## src/rtl/timer_pkg.sv

```systemverilog
// Shared types and constants for the countdown timer: FSM encoding, second
// wrap value, default prescaler rate and a wrapping up/down step helper.
package timer_pkg;

    typedef enum logic [1:0] {
        ST_IDLE  = 2'b00,
        ST_RUN   = 2'b01,
        ST_PAUSE = 2'b10,
        ST_DONE  = 2'b11
    } state_e;

    localparam int         DEFAULT_TICKS_PER_SEC = 1000;
    localparam logic [7:0] SEC_WRAP              = 8'd59;

    // Step a field one position up or down, wrapping between 0 and top.
    function automatic logic [7:0] wrap_step(input logic [7:0] value,
                                             input logic [7:0] top,
                                             input logic       up);
        if (up) begin
            return (value == top) ? 8'd0 : value + 8'd1;
        end else begin
            return (value == 8'd0) ? top : value - 8'd1;
        end
    endfunction

endpackage

```

## src/rtl/timer_count_down_tick_gen.sv

```systemverilog
// Prescaler for the countdown timer: counts 0..TICKS-1 while advance is high
// and flags the last count so the owner can treat it as a one-second tick.
module tick_gen #(
    parameter int TICKS = 1000,
    parameter int CW    = (TICKS > 1) ? $clog2(TICKS) : 1
) (
    input  logic          clk,
    input  logic          rst_n,
    input  logic          clear,
    input  logic          advance,
    output logic [CW-1:0] count,
    output logic          tick
);

    localparam logic [CW-1:0] LAST = CW'(TICKS - 1);

    logic [CW-1:0] count_q;
    logic [CW-1:0] count_d;

    assign tick  = (count_q == LAST);
    assign count = count_q;

    // Clear beats advance; without advance the count holds any partial second.
    always_comb begin
        count_d = count_q;
        if (clear) begin
            count_d = '0;
        end else if (advance) begin
            count_d = tick ? '0 : count_q + CW'(1);
        end
    end

    always_ff @(posedge clk or negedge rst_n) begin
        if (!rst_n) begin
            count_q <= '0;
        end else begin
            count_q <= count_d;
        end
    end

endmodule

```

## src/rtl/timer_count_down.sv

```systemverilog
// Kitchen-style countdown timer: encoder-set mm:ss, start/pause/acknowledge
// button, per-second countdown and a 1 Hz buzzer once time runs out.
module timer_count_down
    import timer_pkg::*;
#(
    parameter int TICKS_PER_SEC = DEFAULT_TICKS_PER_SEC,
    parameter int MAX_MIN       = 99
) (
    input  logic       CLK,
    input  logic       rst_n,
    input  logic       clr,
    input  logic       en,
    input  logic       enc_up,
    input  logic       enc_dn,
    input  logic       sel_min,
    input  logic       start_stop,
    output logic [7:0] seconds,
    output logic [7:0] minutes,
    output logic       sec_minus_one,
    output logic       borrow_min,
    output logic       done,
    output logic       buzzer,
    output logic [1:0] state
);

    localparam int            CW      = (TICKS_PER_SEC > 1) ? $clog2(TICKS_PER_SEC) : 1;
    localparam logic [7:0]    MIN_TOP = 8'(MAX_MIN);
    localparam logic [CW-1:0] HALF    = CW'(TICKS_PER_SEC / 2);

    state_e        state_q, state_d;
    logic [7:0]    sec_q, sec_d;
    logic [7:0]    min_q, min_d;
    logic [CW-1:0] presc_count;
    logic          presc_tick;
    logic          presc_clear;
    logic          presc_advance;
    logic          time_zero;
    logic          sec_tick;

    assign time_zero = (sec_q == 8'd0) && (min_q == 8'd0);
    assign sec_tick  = (state_q == ST_RUN) && en && presc_tick;

    // A start_stop edge never advances the prescaler, so a tick that collides
    // with a pause stays pending and fires on the first cycle after resume.
    assign presc_clear   = clr || ((state_q == ST_IDLE) && start_stop && !time_zero);
    assign presc_advance = en && !start_stop && ((state_q == ST_RUN) || (state_q == ST_DONE));

    tick_gen #(
        .TICKS (TICKS_PER_SEC),
        .CW    (CW)
    ) u_tick_gen (
        .clk     (CLK),
        .rst_n   (rst_n),
        .clear   (presc_clear),
        .advance (presc_advance),
        .count   (presc_count),
        .tick    (presc_tick)
    );

    always_comb begin
        state_d = state_q;
        sec_d   = sec_q;
        min_d   = min_q;
        if (clr) begin
            state_d = ST_IDLE;
            sec_d   = 8'd0;
            min_d   = 8'd0;
        end else if (start_stop) begin
            case (state_q)
                ST_IDLE:  if (!time_zero) state_d = ST_RUN;
                ST_RUN:   state_d = ST_PAUSE;
                ST_PAUSE: state_d = ST_RUN;
                ST_DONE:  state_d = ST_IDLE;
            endcase
        end else if (sec_tick) begin
            if (sec_q != 8'd0) begin
                sec_d = sec_q - 8'd1;
                if ((sec_q == 8'd1) && (min_q == 8'd0)) state_d = ST_DONE;
            end else if (min_q != 8'd0) begin
                sec_d = SEC_WRAP;
                min_d = min_q - 8'd1;
            end
        end else if ((state_q == ST_IDLE) && (enc_up ^ enc_dn)) begin
            if (sel_min) min_d = wrap_step(min_q, MIN_TOP, enc_up);
            else         sec_d = wrap_step(sec_q, SEC_WRAP, enc_up);
        end
    end

    always_ff @(posedge CLK or negedge rst_n) begin
        if (!rst_n) begin
            state_q <= ST_IDLE;
            sec_q   <= 8'd0;
            min_q   <= 8'd0;
        end else begin
            state_q <= state_d;
            sec_q   <= sec_d;
            min_q   <= min_d;
        end
    end

    assign seconds       = sec_q;
    assign minutes       = min_q;
    assign state         = state_q;
    assign sec_minus_one = sec_tick;
    assign borrow_min    = sec_tick && (sec_q == 8'd0) && (min_q != 8'd0);
    assign done          = (state_q == ST_DONE);
    assign buzzer        = (state_q == ST_DONE) && (presc_count < HALF);

endmodule
```

## config.mk

```make
export PLATFORM = sky130hd
export DESIGN_NAME = timer_count_down
export DESIGN_NICKNAME = d
export VERILOG_FILES = /design/src/rtl/timer_pkg.sv /design/src/rtl/timer_count_down_tick_gen.sv /design/src/rtl/timer_count_down.sv
export SDC_FILE = /design/constraint.sdc
export NUM_CORES = 1
export LEC_CHECK = 0
export ABC_AREA = 1
export CAP_MARGIN = 20
export CORE_AREA = 2 2 63 71
export CTS_CLUSTER_SIZE = 12
export DETAILED_ROUTE_END_ITERATION = 16
export DIE_AREA = 0 0 65 73
export DONT_BUFFER_PORTS = 1
export PLACE_DENSITY = 0.84
export SKIP_CTS_REPAIR_TIMING = 1
export SYNTH_ARGS = -nofsm -noshare
export SYNTH_HDL_FRONTEND = slang
export SYNTH_SLANG_ARGS = --single-unit
```

## constraint.sdc

```tcl
create_clock -name CLK -period 3.96 [get_ports CLK]
set_clock_uncertainty 0.05 [all_clocks]
set_input_delay 0.792 -clock CLK [delete_from_list [all_inputs] [get_ports CLK]]
set_output_delay 0.792 -clock CLK [all_outputs]
set_load 0.02 [all_outputs]
```

Word level (Yosys, flattened, before mapping)
Index checks and enable logic that the tools add are counted.

storage, ports and cells
  input bits = 8
  output and inout bits = 22
  bits in registers = 28
  logic and storage cells = 84
  memory bits (writable) = 0
  memory bits (read-only) = 0
  memories = 0
  bits in latches = 0

cells by class
  divide/modulo/power cells = 0
  add/subtract/negate cells = 5
  equality and inequality tests = 13
  multipliers = 0
  $lt $le $gt $ge = 1
  multiplexer cells = 30
  bitwise logic cells = 1
  shifts and indexed selects = 0
  reductions and logical operators = 30

operator list
  kind                     count
  $mux W8                  20
  $mux W10                 3
  $add A8 B1 Y8 const B    2
  $logic_not A8 Y1         2
  $reduce_bool A8 Y1       2
  $sub A8 B1 Y8 const B    2
  $reduce_bool A3 Y1       5
  $logic_and A1 B1 Y1      12
  $mux W2                  6
  $add A10 B1 Y10 const B  1
  $eq A10 B10 Y1 const B   1
  $lt A10 B9 Y1 const B    1
  $eq A8 B1 Y1 const B     1
  $eq A8 B6 Y1 const B     1
  $eq A8 B7 Y1 const B     1
  $pmux W2 S4              1
  $reduce_and A4 Y1        2
  $ne A3 B2 Y1 const B     2
  $reduce_and A5 Y1        1
  $eq A2 B2 Y1 const B     2
  $ne A4 B2 Y1 const B     1
  $ne A4 B4 Y1 const B     1
  $ne A3 B3 Y1 const B     1
  $eq A2 B1 Y1 const B     1
  other kinds (6)          8

Depth between registers and ports, before layout
  depth after elaboration = 8
  gate-level depth with buffers = 12
  depth with buffers taken out = 12

Cells and area by module
From an unflattened synthesis, not the netlist that was laid out.

second synthesis, totals
  cell total of the unflattened synthesis = 402
  area total of the unflattened synthesis = 2641.3 um^2

modules (own cells, without submodules)
  module            area an instance (um^2)  times used  cells each  seq. area each (um^2)
  timer_count_down  2028.2                   1           323         450.4
  tick_gen          613.1                    1           79          250.2

Least setup slack after synthesis
OpenSTA, ideal clock, no wires.

  path type = input -> output
  from = input port en
  to = output port borrow_min
  cell stages on the path = 6
  path slack = 1569 ps
  required time = 3118 ps
  data arrival time = 1549 ps
  buffers on the path = 0
  path through = inv_1 nor2_1 inv_1 nor2_8 nand2_1 inv_1

between the ends
  word-level cells in the longest chain between the ends = 4

RTL lines
  item                              line                     source
  start: declaration                timer_count_down.sv:12   input logic en,
  $logic_and A1 B1 Y1 (2 in a row)  timer_count_down.sv:41   assign sec_tick = (state_q == ST_RUN) && en && presc_tick;
  via sec_minus_one                 timer_count_down.sv:19   output logic sec_minus_one,
  $logic_and A1 B1 Y1 (2 in a row)  timer_count_down.sv:105  assign borrow_min = sec_tick && (sec_q == 8'd0) && (min_q != 8'd0);
  end: declaration                  timer_count_down.sv:20   output logic borrow_min,

The timed path passes the listed nets, and every way through them passes these cells.

Worst setup path in the final report
  from = register min_q[0], in the netlist minutes[0]
  to = output port borrow_min

between the ends
  word-level cells in the longest chain between the ends = 2

RTL lines
  item                      line                     source
  start: declaration        timer_count_down.sv:32   logic [7:0] min_q, min_d;
  start signal: assignment  timer_count_down.sv:97   min_q <= min_d;
  $reduce_bool A8 Y1        timer_count_down.sv:105
  $logic_and A1 B1 Y1       timer_count_down.sv:105

No other way between the ends.

==> metrics.cfg <==
[global_routing]
antenna_found_initial = 0
grt_pass1_wl_mm = 11.3
grt_pass1_vias = 2525
track_usage_pct = 30.5
gr-total-overflow = 0
grt_max_degree = 29

[cells_and_area]
fillers = 403
layout-drive-gt1-share_pct = 7.01
diodes = 0
num-nets-final = 458
area_delta_synth_final_pct = 2.70
multi_input_area_um2 = 1770
regArea_um2 = 701
fin_util_pct = 68.6
design_area_um2 = 2810
final_common_cell = nand2_1
final_cell_mix = nand2_1, nand3_1, nor2_1, inv_1, dfrtp_1

[worst_setup_path]
path_class = reg2out
crit_arrival_ns = 1.98
r2r_slack_ns = 1.67
reg2reg_to = seconds[6]
r2r_start = minutes[0]
cp-start-kind = register
cp-end-kind = output port
critPathMaxFanout = 9
reg2reg_depth = 10
cp.required_ns = 3.12

[die]
dieArea_um2 = 4750
initial_core_util_pct = 66.8
io-pin-count = 30
die_x_um = 65
rows = 25
core_um2 = 4100
die_h_um = 73

[timing]
period_share_pct = 71.3
hold_viol_final = 0
fmax_mhz = 354
drv_slew = 0
layout_min_cycle_time_ns = 2.82
worst_slack_ns = 1.14
worst_pin_slew_ns = 0.529
totalNegativeSetupSlack_ns = 0
timing.slew.headroom_pct = 64.5
rsz0062_at_grt = false
holdWs_ns = 0.122
setup_violations = 0

[run]
cap_violations = 0

[synthesis]
yosysSeqAreaShare_pct = 25.6
yosysUniqueCellTypes = 33
ys_top_cells_by_area = dfrtp_1, nand2_1, nand3_1
synth_async_sr_flop_share_pct = 100
syn_avg_cell_area_um2 = 6.11
netlist.area_leader.share_pct = 25.6
synth_area_um2 = 2740
yosys.area.top_type = dfrtp_1
synth_cells = 448
synth_edf_count = 0
ys.flop_type = dfrtp_1
synth_seq_cells = 28
syn-num-nets = 463
synth.yosys.warnings = 0

[route]
drtIter0Drc = 236
top_layer_used = met4
vias = 2803
wl_per_cell_um = 13.8
met2_length_mm = 3.33
wl_met1_mm = 2.90
first_pass_iters = 5
ant_nets = 0
routed_wl_mm = 6.85
routed-wl-met3_um = 424
vias_per_cell = 5.65
route.detailed.drc = 0

[pwr]
ir_drop_mv = 0.269
leakagePower_nw = 1.56
powerDensity_nw_per_um2 = 444

[placed_design]
port_buffers = 0
routabilityCongestion = 0.949
place_hpwl_mm = 4.96
dp_slack_ns = 1.43
placed_area_um2 = 2740

[clocking]
clk_latency_ns = 0.30
clkSlewWorstSetupHoldPaths_ns = 0.11
clock-sinks = 28
clockBufferDepth = 2
ctsRootBufferMaster = clkbuf_8
htreeDepth = 1
cts_tree = done
numCtsBuffers = 3

[worst_hold_path]
hold_class = in2async

[status]
status = completed

report_power, final:
part           switching (mW)  internal, mW  total [mW]
clock network           0.104         0.136       0.240
logic                   0.349         0.183       0.532
registers               0.150         0.325       0.475
total                   0.603         0.644        1.25
Yosys cell counts, types with 3 or more instances:
cell type  instances
nand2_1          161
nand3_1           55
nor2_1            53
inv_1             48
dfrtp_1           28
nand4_1           14
xor2_1            14
o21ai_0           13
ha_1               7
nand2_2            6
o21ai_1            5
a21oi_1            4
buf_2              4
clkinv_1           3
inv_2              3
nand3_2            3
nor2_2             3
nor2_4             3
worst max-delay path: stages (launching register included):
cell and delay, ns:
dfrtp_1 0.57, inv_1 0.20, ha_1 0.23, nand3_2 0.11, nor2_1 0.25, nor2_1 0.08
nand2_1 0.12, inv_1 0.12
how the worst max path moves through the flow:
stage | from | endpoint | slack, ns | cells after the start
after floorplan | en | borrow_min | 1.57 | 6
after global placement | en | borrow_min | 1.45 | 6
after detailed placement | en | borrow_min | 1.43 | 6
after CTS | minutes[0] | borrow_min | 1.17 | 7
after global routing | minutes[0] | borrow_min | 1.0 | 7
final | minutes[0] | borrow_min | 1.14 | 7
metal layers:
| metal | vias up | track usage [%] |
|---|---|---|
| li1 | 1399 | - |
| met2 | 113 | 54.5 |
| met1 | 1268 | 36.0 |
| met5 | - | 0 |
| met3 | 23 | 4.94 |
| met4 | 0 | 13.0 |
cell type report:
cell class | instances | share of cell area (%)
Clock buffer | 3 | 1.47
Clock inverter | 1 | 1.07
Inverter | 54 | 7.21
Multi-Input combinational cell | 356 | 62.9
Sequential cell | 28 | 24.9
Tap cell | 54 | 2.40
kinds of logic after synthesis:
logic type	count (synthesis)	share of synthesized area, %
buffers and inverters	64	9.78
DFF	28	25.6
and+or+nand+nor	307	50.7
adders and majority gates	7	3.20
AOI/OAI and AO/OA	26	5.58
xor gates and xnor gates	16	5.12
sequential cells by signal, indices dropped and copies added, names as in the netlist:
| register | flops |
|---|---|
| u_tick_gen.count | 10 |
| minutes | 8 |
| seconds | 8 |
| state | 2 |
metrics by stage:
stage          instances  total power [mW]
2_1_floorplan        448             0.906
3_3_place_gp         492             0.982
3_5_place_dp         492             0.994
4_1_cts              496              1.24
5_1_grt              496              1.34
6_report             496              1.25
Power figures use the tool's default switching activity.
